==> src/rtl/xlr8_lfsr_sched.sv <==
// xlr8_lfsr_sched: round-robin scheduler sharing one alorium_lfsr core among
// NUM_REQ requesters. Each grant steps the core once and hands back exactly one
// fresh word; seed writes are queued ahead of requests and zero seeds are
// replaced by SEED_INIT so the core never locks up.
// Optional feature: define XLR8_LFSR_SCHED_LOCK_EN to let a locked previous
// winner keep the grant (burst mode); otherwise req_lock is ignored.
module xlr8_lfsr_sched #(
  parameter int unsigned      NUM_REQ   = 4,
  parameter int unsigned      WIDTH     = 8,
  parameter logic [WIDTH-1:0] SEED_INIT = WIDTH'(1)
) (
  input  logic               clk,
  input  logic               rst,
  input  logic               clken,
  input  logic [NUM_REQ-1:0] req,
  input  logic [NUM_REQ-1:0] req_lock,
  input  logic               seed_we,
  input  logic [WIDTH-1:0]   seed_in,
  output logic               rnd_valid,
  output logic [NUM_REQ-1:0] rnd_gnt,
  output logic [WIDTH-1:0]   rnd_data,
  output logic               busy,
  output logic               lfsr_new_seed,
  output logic               lfsr_enable,
  output logic [WIDTH-1:0]   lfsr_seed,
  input  logic [WIDTH-1:0]   lfsr_data
);

  localparam int unsigned    IW        = (NUM_REQ > 1) ? $clog2(NUM_REQ) : 1;
  localparam logic [IW:0]    NREQ      = (IW+1)'(NUM_REQ);
  localparam logic [IW-1:0]  LAST_INIT = IW'(NUM_REQ - 1);

  typedef enum logic [1:0] {
    IDLE,
    SEED,
    STEP,
    CAPT
  } state_t;

  state_t               r_state;
  logic [WIDTH-1:0]     r_seed;
  logic                 r_seed_pend;
  logic [IW-1:0]        r_last;
  logic [IW-1:0]        r_win;
  logic                 r_rnd_valid;
  logic [NUM_REQ-1:0]   r_rnd_gnt;
  logic [WIDTH-1:0]     r_rnd_data;

  logic                 w_found;
  logic [IW-1:0]        w_win;
  logic [IW:0]          w_cand;
  logic [NUM_REQ-1:0]   w_win_oh;
  logic [WIDTH-1:0]     w_seed_wr;

`ifndef XLR8_LFSR_SCHED_LOCK_EN
  logic                 w_unused_lock;
  assign w_unused_lock = ^req_lock;
`endif

  // Round-robin search starting one past the last winner (optionally lock-held)
  always_comb begin
    w_found = 1'b0;
    w_win   = r_last;
    w_cand  = '0;
    for (int unsigned i = 1; i <= NUM_REQ; i++) begin
      w_cand = {1'b0, r_last} + (IW+1)'(i);
      if (w_cand >= NREQ) begin
        w_cand = w_cand - NREQ;
      end
      if (!w_found && req[w_cand[IW-1:0]]) begin
        w_found = 1'b1;
        w_win   = w_cand[IW-1:0];
      end
    end
`ifdef XLR8_LFSR_SCHED_LOCK_EN
    if (req[r_last] && req_lock[r_last]) begin
      w_found = 1'b1;
      w_win   = r_last;
    end
`endif
  end

  // One-hot form of the latched winner for the delivery register
  always_comb begin
    w_win_oh        = '0;
    w_win_oh[r_win] = 1'b1;
  end

  assign w_seed_wr = (seed_in == '0) ? SEED_INIT : seed_in;

  // Scheduler FSM, seed register and registered delivery outputs
  always_ff @(posedge clk or posedge rst) begin
    if (rst) begin
      r_state     <= IDLE;
      r_seed      <= SEED_INIT;
      r_seed_pend <= 1'b1;
      r_last      <= LAST_INIT;
      r_win       <= '0;
      r_rnd_valid <= 1'b0;
      r_rnd_gnt   <= '0;
      r_rnd_data  <= '0;
    end else if (clken) begin
      r_rnd_valid <= 1'b0;
      case (r_state)
        IDLE: begin
          // a write arriving this cycle counts as pending so SEED follows next
          if (r_seed_pend || seed_we) begin
            r_state <= SEED;
          end else if (w_found) begin
            r_win   <= w_win;
            r_last  <= w_win;
            r_state <= STEP;
          end
        end
        SEED: begin
          r_seed_pend <= 1'b0;
          r_state     <= IDLE;
        end
        STEP: begin
          r_state <= CAPT;
        end
        CAPT: begin
          r_rnd_data  <= lfsr_data;
          r_rnd_gnt   <= w_win_oh;
          r_rnd_valid <= 1'b1;
          r_state     <= IDLE;
        end
        default: begin
          r_state <= IDLE;
        end
      endcase
      // placed last so a write during SEED keeps the pending flag set
      if (seed_we) begin
        r_seed      <= w_seed_wr;
        r_seed_pend <= 1'b1;
      end
    end
  end

  assign lfsr_new_seed = (r_state == SEED) && clken;
  assign lfsr_enable   = (r_state == STEP) && clken;
  assign lfsr_seed     = r_seed;
  assign busy          = (r_state != IDLE) || r_seed_pend;
  assign rnd_valid     = r_rnd_valid;
  assign rnd_gnt       = r_rnd_gnt;
  assign rnd_data      = r_rnd_data;

endmodule

==> config.mk <==
export PLATFORM = sky130hd
export DESIGN_NAME = xlr8_lfsr_sched
export DESIGN_NICKNAME = d
export VERILOG_FILES = /design/src/rtl/xlr8_lfsr_sched.sv
export SDC_FILE = /design/constraint.sdc
export NUM_CORES = 1
export LEC_CHECK = 0
export CORE_AREA = 2 2 59 61
export CTS_BUF_LIST = sky130_fd_sc_hd__clkbuf_2
export DETAILED_ROUTE_END_ITERATION = 6
export DIE_AREA = 0 0 61 63
export HOLD_SLACK_MARGIN = 0.1
export PLACE_DENSITY = 0.82
export SYNTH_ARGS = -nofsm -noshare
export SYNTH_HDL_FRONTEND = slang
export SYNTH_SLANG_ARGS = --single-unit
==> constraint.sdc <==
create_clock -name clk -period 2.1 [get_ports clk]
set_input_delay 0.315 -clock clk [delete_from_list [all_inputs] [get_ports clk]]
set_output_delay 0.315 -clock clk [all_outputs]
set_load 0.02 [all_outputs]
Word level (Yosys, flattened, before mapping) --
Cells that the tools add are included. W data, S select, Z words.
Storage, ports and cells: ROM bits 0, bits of input ports 28, register bits after elaboration 28, latch bits 0, logic and storage cells 81, memories kept 0, output and inout port bits 24, RAM bits 0
Cells by class: bitwise logic cells 1, multipliers 0, add/sub/neg operators 8, $lt $le $gt $ge 10, reduce and logical (&&, ||, !) cells 21, shift operators 0, equal/unequal tests 4, mux-type cells 29, divide/modulo/power cells 0
Operators by type and width (number):
- $mux W2 | 10
- $lt A2 B3 Y1 const B | 5
- $ge A3 B3 Y1 const B | 4
- $mux W1 | 12
- $bmux W1 S2 | 4
- $logic_not A8 Y1 | 1
- $mux W8 | 1
- $reduce_and A2 Y1 | 4
- $sub A2 B1 Y2 const B | 4
- $add A2 B2 Y3 const B | 2
- $logic_and A1 B1 Y1 | 6
- $pmux W2 S3 | 1
- $eq A2 B2 Y1 const B | 2
- $reduce_and A4 Y1 | 1
- $reduce_bool A2 Y1 | 2
- $add A2 B1 Y3 const B | 1
- $add A2 B3 Y3 const B | 1
- $logic_not A1 Y1 | 3
- $ne A3 B3 Y1 const B | 1
- $demux W1 S2 | 1
- $eq A2 B1 Y1 const B | 1
- $ge A2 B1 Y1 const B | 1
- $logic_not A2 Y1 | 1
- $logic_or A1 B1 Y1 | 2
- 2 further kinds | 2

Depth between registers and ports, before layout --
Gate-level depths: netlist (run 1).
depth after elaboration 18, depth in mapped cells 5, mapped depth without buffers 3

Worst setup path before layout (run 1) --
No wires, ideal clock.
path type register to register, start register r_last[1], end register r_win[1], buffers on the path 1, data required time 1.970 ns, clock period less this slack 1.301 ns, path slack 0.799 ns, setup time 0.130 ns, stages on the path, launching flop included 5, data arrival time 1.170 ns, cells stage by stage dfstp_2 -> clkbuf_1 -> a21oi_1 -> o31ai_1 -> a21oi_1
Between the ends: cells in the longest elaborated chain, start to end 16, elaborated cells between the ends (all ways) 39, those cells by class add/sub: 8; order compare: 4; mux: 20; reduce/logical: 7
Ends and longest elaborated chain:
- start: declaration | line 43 | logic [IW-1:0] r_last;
- start signal: assignment | line 111 | r_last <= w_win;
- $add A2 B1 Y3 | line 66 | w_cand = {1'b0, r_last} + (IW+1)'(i);
- $ge A3 B3 Y1 or $sub A2 B1 Y2 (tied branches) | line 67, 68
- $mux W2 | line 67 | if (w_cand >= NREQ) begin
- $bmux W1 S2 | line 70 | if (!w_found && req[w_cand[IW-1:0]]) begin
- $mux W1 (implied by the code) | line 70
- $mux W1 | line 70
- $logic_not A1 Y1 | line 70
- $logic_and A1 B1 Y1 | line 70
- $mux W1 | line 70
- $logic_not A1 Y1 | line 70
- $logic_and A1 B1 Y1 | line 70
- $mux W1 | line 70
- $logic_not A1 Y1 | line 70
- $logic_and A1 B1 Y1 | line 70
- $mux W1 | line 70
- $reduce_and A4 Y1 (no source line)
- end signal: assignment | line 110 | r_win <= w_win;
- end: declaration | line 44 | logic [IW-1:0] r_win;
Parallel ways exist; a longest one is shown, timed or not. The select of a mux whose other input is x is not followed. A chain may end at the register's enable or synchronous reset.

Worst setup path in the final report (run 1) --
start register r_state[0], end output lfsr_enable
Between the ends: cells in the longest elaborated chain, start to end 2
Ends and longest elaborated chain:
- start: declaration | line 40 | state_t r_state;
- start signal: assignment | line 94 | r_state <= IDLE;
- start signal: assignment | line 108 | r_state <= SEED;
- start signal: assignment | line 112 | r_state <= STEP;
- $eq A2 B2 Y1 | line 141 | assign lfsr_enable = (r_state == STEP) && clken;
- $logic_and A1 B1 Y1 | line 141
- end: declaration | line 24 | output logic lfsr_enable,
Every way passes these cells.

==> reports/qor.yml, run 1 <==
worst_setup_path:
  timing_worst_setup_path_type: "reg -> out"
  required_ps: 1780
  cp-end-kind: "output pin"
  crit_chain: "buf_4 -> nor2_1 -> clkdlybuf4s50_1"
  cp-start-kind: "flop"
  critPathArrivalTime_ps: 1670
  max_stage_delay_ps: 600
  crit_path_max_fanout: 5
  critPathSlowestCell: "clkdlybuf4s50_1"
timing:
  clock_skew_ps: 4.00
  max_slew.worst_pin.slew_ps: 398
  totalNegativeSetupSlack_ps: 0
  worst_rel_slew_slack_pct: 73.4
  number_of_failing_setup_endpoints_in_the_final_timing_report: 0
  fmaxAchievable_mhz: 504
  layout_worst_path_cycle_share_pct: 94.5
  finalMaxSlewViolations: 0
  min_period_ps: 1990
  unrepaired_setup_endpoints_after_global_routing: "false"
  finalHoldViolCount: 0
place:
  io_buffers: 47
  gp_congestion: 0.827
  placement.cell_area_um2: 1740
  place.detailed.hpwl_um: 2050
grt:
  maximum_number_of_pins_on_one_net_before_global_route_repair: 29
  grt_overflow_total: 0
  grt_use_total_pct: 14.5
  grt_first_pass_wirelength_um: 4240
  number_of_antenna_violations_at_the_first_check_in_global_routing: 0
  grt_pass1_vias: 1000
synth:
  syn_area_per_cell_um2: 12.3
  synth_top_area_cells: "dfrtp_1 (49%), mux2_2 (13%), dfstp_2 (8.6%)"
  most_frequently_used_cell_type_in_the_post_synthesis_netlist: "dfrtp_1"
  synthesis.area_um2: 1220
  yosys.area.top_type: "dfrtp_1"
  yosys_register_bits: 28
  synthTopCellsByCount: "dfrtp_1 (24), mux2_2 (14), nand2_1 (11)"
  asyncSetResetFlopFracSynth_pct: 100
  post-synth-top-area-fraction_pct: 49.2
  postSynth.topFlopCell: "dfrtp_1"
  ys.warnings.count: 0
  netlist_instances: 99
  mapped_nets: 127
  ys_seq_area_share_pct: 57.8
  yosysUniqueCellTypes: 28
  synth_edf_count: 0
die:
  number_of_primary_i_o_pins: 52
  floorplan.die_area_um2: 3840
  standard_cell_row_count: 21
  die_width_um: 61
  dieHeight_um: 63
  initial_core_util_pct: 37.7
  design.core.area_um2: 3230
route:
  detailedRoute.firstIterationViolations: 25
  routed_wl_um: 2680
  drcViolationCount: 0
  post_drt_via_cell_ratio: 4.87
  firstDrtPassIters: 5
  vias: 965
  ant_nets: 0
  drt-wirelength-per-cell_um: 13.5
pwr:
  p_per_area_nw_per_um2: 1160
  p_leak_nw: 0.766
  vdd_ir_drop_max_uv: 618
cts:
  cts_root_buffer: "clkbuf_2"
  total_cts_buffers: 3
  tritoncts: "done"
  cts_num_sinks: 28
  cts_hold_repair.buffers: 0
  max-clock-path-buffers: 2
  worstSkewPairLatency_ps: 340
  cts.htree.levels: 1
  clk_transition_reported_paths_ps: 240
final_layout:
  area_growth_pct: 46.9
  fraction_of_layout_instances_using_a_drive_strength_above_1_pct: 21.1
  antenna_cells: 0
  nets: 181
  fin_area_um2: 1790
hold_path:
  min_path_type: "in -> async"
flow_run:
  maxCapViolCount: 0
status:
  outcome: "complete, no violations"
[cells by family (layout without fill, tap and decap cells)]
| group | count (synthesis) | count (layout) | synth area share, % |
|---|---|---|---|
| multiplexers | 16 | 16 | 15.0 |
| buffers and inverters | 6 | 59 | 2.56 |
| flip-flops | 28 | 28 | 57.8 |
| AO/OA/AOI/OAI | 22 | 22 | 11.0 |
| XOR/XNOR | 1 | 1 | 0.718 |
| AND/OR/NAND/NOR | 26 | 26 | 12.9 |
[sequential cells by signal, indices dropped and copies added (netlist names)]
register and flops:
lfsr_seed 8, r_last 2, r_seed_pend 1, r_state 2, r_win 2, rnd_data 8, rnd_gnt 4, rnd_valid 1
[routing by layer]
layer	up-vias	GRT usage, %	share of wire [%]
met5	-	0	0
met4	0	5.98	1.7
met3	4	2.69	5.4
met2	35	25.9	53
met1	469	16.0	39
li1	457	-	-
[report_power, final]
| group | internal (mW) | switching [mW] | total, mW |
|---|---|---|---|
| clock | 0.0414 | 0.148 | 0.189 |
| sequential | 0.761 | 0.165 | 0.926 |
| combinational | 0.522 | 0.440 | 0.961 |
[metrics by stage]
step           hold slack [ps]  cells  setup slack, ps  utilization [%]  power (mW)
6_report                   289    198              115             55.4        2.08
5_1_grt                    327    198             10.4             55.4        2.21
4_1_cts                    281    198             2.03             55.3        2.10
3_5_place_dp               474    191             61.3             53.9        1.86
3_3_place_gp               470    191             94.6             53.9        1.82
2_1_floorplan              377     99              799                -        1.43
[layout by cell type, fill, tap and decap left out, drive strengths merged, types with 3 or more instances in the layout]
| master | n |
|---|---|
| clkdlybuf4s50 | 45 |
| dfrtp | 24 |
| mux2 | 15 |
| nand2 | 11 |
| a21oi | 8 |
| o21ai | 6 |
| buf | 5 |
| dfstp | 4 |
| nand2b | 3 |
| nor2 | 3 |
| inv | 3 |
| clkbuf | 3 |
[worst max-delay path: cells and delay by family (launching register included)]
family | cells | cell delay [ps]
DFF | 1 | 500
and+or+nand+nor | 1 | 90
buffers and inverters | 2 | 740
[layout make-up]
type / instances / area, um2
fill: 285 / 1440
sequential: 28 / 708
timing repair buffer: 52 / 513
multi-input combinational: 65 / 483
tap: 46 / 57.6
clock buffer: 3 / 15.0
inverter: 3 / 11.3
clock inverter: 1 / 3.75
[what timing repair did]
| item | CTS | global route |
|---|---|---|
| buffers inserted | 3 | 0 |
| hold endpoints to repair | 0 | 0 |
| pin swaps | 0 | 0 |
| gates resized for setup | 2 | 2 |
| endpoints found under the setup margin | 2 | 2 |
[path summary, 6_finish.rpt]
path | start | end | slack (ps) | cells past startpoint
max in group asynchronous | rst | lfsr_seed[0] | 1510 | 3
worst min register to register | lfsr_seed[0] | lfsr_seed[0] | 510 | 2
worst max register to register | r_state[0] | r_win[0] | 630 | 4
worst max-delay path | r_state[0] | lfsr_enable | 110 | 3
worst min-delay path | rst | rnd_gnt[1] | 290 | 3
min in group clk | lfsr_seed[0] | lfsr_seed[0] | 510 | 2
(Power assumes the default switching activity.)
==> run 2: changes to the inputs <==
ABC_AREA = 1   (was not set)
CORE_AREA = 2 2 64 66   (was 2 2 59 61)
DIE_AREA = 0 0 66 68   (was 0 0 61 63)
PLACE_DENSITY = 0.79   (was 0.82)
SETUP_SLACK_MARGIN = 0.2   (was not set)
SLEW_MARGIN = 30   (was not set)
==> reports/qor.yml, run 2 <==
cts:
  total_cts_buffers: 3  # unchanged
  tritoncts: "done"
  worstSkewPairLatency_ps: 350  # about the same
  cts.htree.levels: 1  # unchanged
  cts_root_buffer: "clkbuf_2"
  clk_transition_reported_paths_ps: 260  # +20 ps
  post-cts-setup-buffers: 0  # -3
  cts_num_sinks: 28  # unchanged
  cts_hold_repair.buffers: 0  # unchanged
  max-clock-path-buffers: 2  # unchanged
flow_run:
  maxCapViolCount: 0  # unchanged
pwr:
  p_leak_nw: 1.04  # +36%
  vdd_ir_drop_max_uv: 553  # -10%
  p_per_area_nw_per_um2: 1170  # +0.84%
worst_setup_path:
  critPathArrivalTime_ps: 1430  # -240 ps
  max_stage_delay_ps: 530  # -70 ps
  crit_chain: "clkdlybuf4s50_1 -> nand2_1 -> nor2_1 -> dlygate4sd2_1"
  cp-end-kind: "output pin"
  crit_path_max_fanout: 4  # -1
  critPathSlowestCell: "clkdlybuf4s50_1"
  cp-start-kind: "input port"
  required_ps: 1780  # about the same
  timing_worst_setup_path_type: "in -> out"
route:
  firstDrtPassIters: 4  # -1
  detailedRoute.firstIterationViolations: 65  # +160%
  drcViolationCount: 0  # unchanged
  vias: 1282  # +33%
  ant_nets: 0  # unchanged
  post_drt_via_cell_ratio: 4.50  # -7.7%
  drt-wirelength-per-cell_um: 10.6  # -22%
  routed_wl_um: 3020  # +13%
synth:
  synthesis.area_um2: 1430  # +17%
  ys.warnings.count: 0  # unchanged
  asyncSetResetFlopFracSynth_pct: 100  # unchanged
  synth_top_area_cells: "dfrtp_1 (42%), nand2_1 (20%), dfstp_2 (7.3%)"
  netlist_instances: 184  # +86%
  syn_area_per_cell_um2: 7.79  # -37%
  post-synth-top-area-fraction_pct: 41.9  # -7.3 points
  yosys.area.top_type: "dfrtp_1"
  mapped_nets: 212  # +67%
  synth_edf_count: 0  # unchanged
  most_frequently_used_cell_type_in_the_post_synthesis_netlist: "nand2_1"
  yosysUniqueCellTypes: 26  # -7.1%
  yosys_register_bits: 28  # unchanged
  postSynth.topFlopCell: "dfrtp_1"
  synthTopCellsByCount: "nand2_1 (77), dfrtp_1 (24), inv_1 (18)"
  ys_seq_area_share_pct: 49.3  # -8.6 points
timing:
  totalNegativeSetupSlack_ps: 0  # unchanged
  number_of_failing_setup_endpoints_in_the_final_timing_report: 0  # unchanged
  hold_slack_ps: 265  # -23.9 ps
  min_period_ps: 1740  # -242 ps
  max_slew.worst_pin.slew_ps: 449  # +51.2 ps
  finalHoldViolCount: 0  # unchanged
  worst_rel_slew_slack_pct: 70.0  # -3.4 points
  layout_worst_path_cycle_share_pct: 83.0  # -12 points
  clock_skew_ps: 3.83  # -0.172 ps
  fmaxAchievable_mhz: 574  # +14%
  unrepaired_setup_endpoints_after_global_routing: "false"
  finalMaxSlewViolations: 0  # unchanged
  timing.final.ws_setup_ps: 357  # +242 ps
die:
  die_width_um: 66  # +8.2%
  standard_cell_row_count: 23  # +9.5%
  dieHeight_um: 68  # +7.9%
  floorplan.die_area_um2: 4490  # +17%
  design.core.area_um2: 3860  # +19%
  initial_core_util_pct: 37.2  # -0.60 points
  number_of_primary_i_o_pins: 52  # unchanged
final_layout:
  area_growth_pct: 40.4
  fraction_of_layout_instances_using_a_drive_strength_above_1_pct: 14.5  # -6.6 points
  final-seq-area_um2: 706  # -0.35%
  nets: 264  # +46%
  n_fill_cell: 374  # +31%
  layout.cells.non_filler: 285  # +44%
  mostFrequentLayoutCells: "nand2_1 (77), clkdlybuf4s50_1 (43), dfrtp_1 (24)"
  antenna_cells: 0  # unchanged
  multi_input_area_um2: 621  # +28%
  layout.cells.most_common: "nand2_1"
grt:
  grt_overflow_total: 0  # unchanged
  grt_use_total_pct: 14.2  # -0.27 points
  grt_pass1_vias: 1164  # +16%
  number_of_antenna_violations_at_the_first_check_in_global_routing: 0  # unchanged
  grt_first_pass_wirelength_um: 5030  # +19%
  maximum_number_of_pins_on_one_net_before_global_route_repair: 29  # unchanged
status:
  outcome: "complete, no violations"
place:
  io_buffers: 47  # unchanged
  dpl_worst_slack_ps: 76.5  # +15.2 ps
  place.detailed.hpwl_um: 2260  # +10%
  gp_congestion: 0.865  # +4.5%
  place.detailed.instances: 281  # +47%
hold_path:
  min_path_type: "in -> async"
==> run 2: area by class of cell <==
| type | instances | area share (%) |
|---|---|---|
| sequential | 28 | 35.1 |
| multi-input combinational | 130 | 30.8 |
| timing repair buffer | 51 | 24.6 |
| inverter | 22 | 4.10 |
| tap | 50 | 3.11 |
| clock inverter | 1 | 1.49 |
| clock buffer | 3 | 0.746 |
==> run 2: logic make-up (layout without fill, tap and decap cells) <==
family / Yosys count / after routing / synth area share (%)
simple gates: 113 / 113 / 36.2
flops: 28 / 28 / 49.3
buf+inv: 26 / 77 / 7.42
compound gates: 16 / 16 / 6.55
xor+xnor: 1 / 1 / 0.611
==> run 2: critical path, delay by kind of cell <==
family                 cells  cell delay, ps
AND/OR/NAND/NOR            2             230
buffers and inverters      2             890
==> run 2: routing by layer <==
| layer | wire, um | global-route usage, % | up-vias |
|---|---|---|---|
| met2 | 1450 | 23.6 | 31 |
| met5 | 0 | 0 | - |
| li1 | - | - | 664 |
| met1 | 1390 | 18.8 | 585 |
| met4 | 12 | 3.32 | 0 |
| met3 | 166 | 3.62 | 2 |
==> run 2: power by group <==
part | switching, mW | internal, mW | total, mW
registers | 0.137 | 0.722 | 0.859
logic | 0.671 | 0.501 | 1.17
clock network | 0.156 | 0.164 | 0.320
==> run 2: what timing repair did <==
action / CTS / global route
cloned: 0 / 0
gates resized for setup: 3 / 3
endpoints found under the setup margin: 3 / 2
==> run 2: through the flow <==
step | utilization [%] | power [mW] | instance area (um2)
final | 52.2 | 2.35 | 2010
after global routing | 52.2 | 2.54 | 2010
after CTS | 52.2 | 2.38 | 2010
after detailed placement | 51.1 | 2.06 | 1970
after global placement | 51.1 | 2.03 | 1970
after floorplan | - | 1.64 | 1430
==> run 2: worst paths after layout <==
kind	from	to	slack [ps]	depth (start not counted)
min	rst	lfsr_seed[1]	260	3
max reg2reg	r_last[0]	r_win[1]	410	10
max	clken	lfsr_new_seed	360	4
min reg2reg	rnd_data[2]	rnd_data[2]	510	2
max in group asynchronous	rst	r_seed_pend	1530	3
min in group clk	lfsr_data[0]	rnd_data[0]	450	3
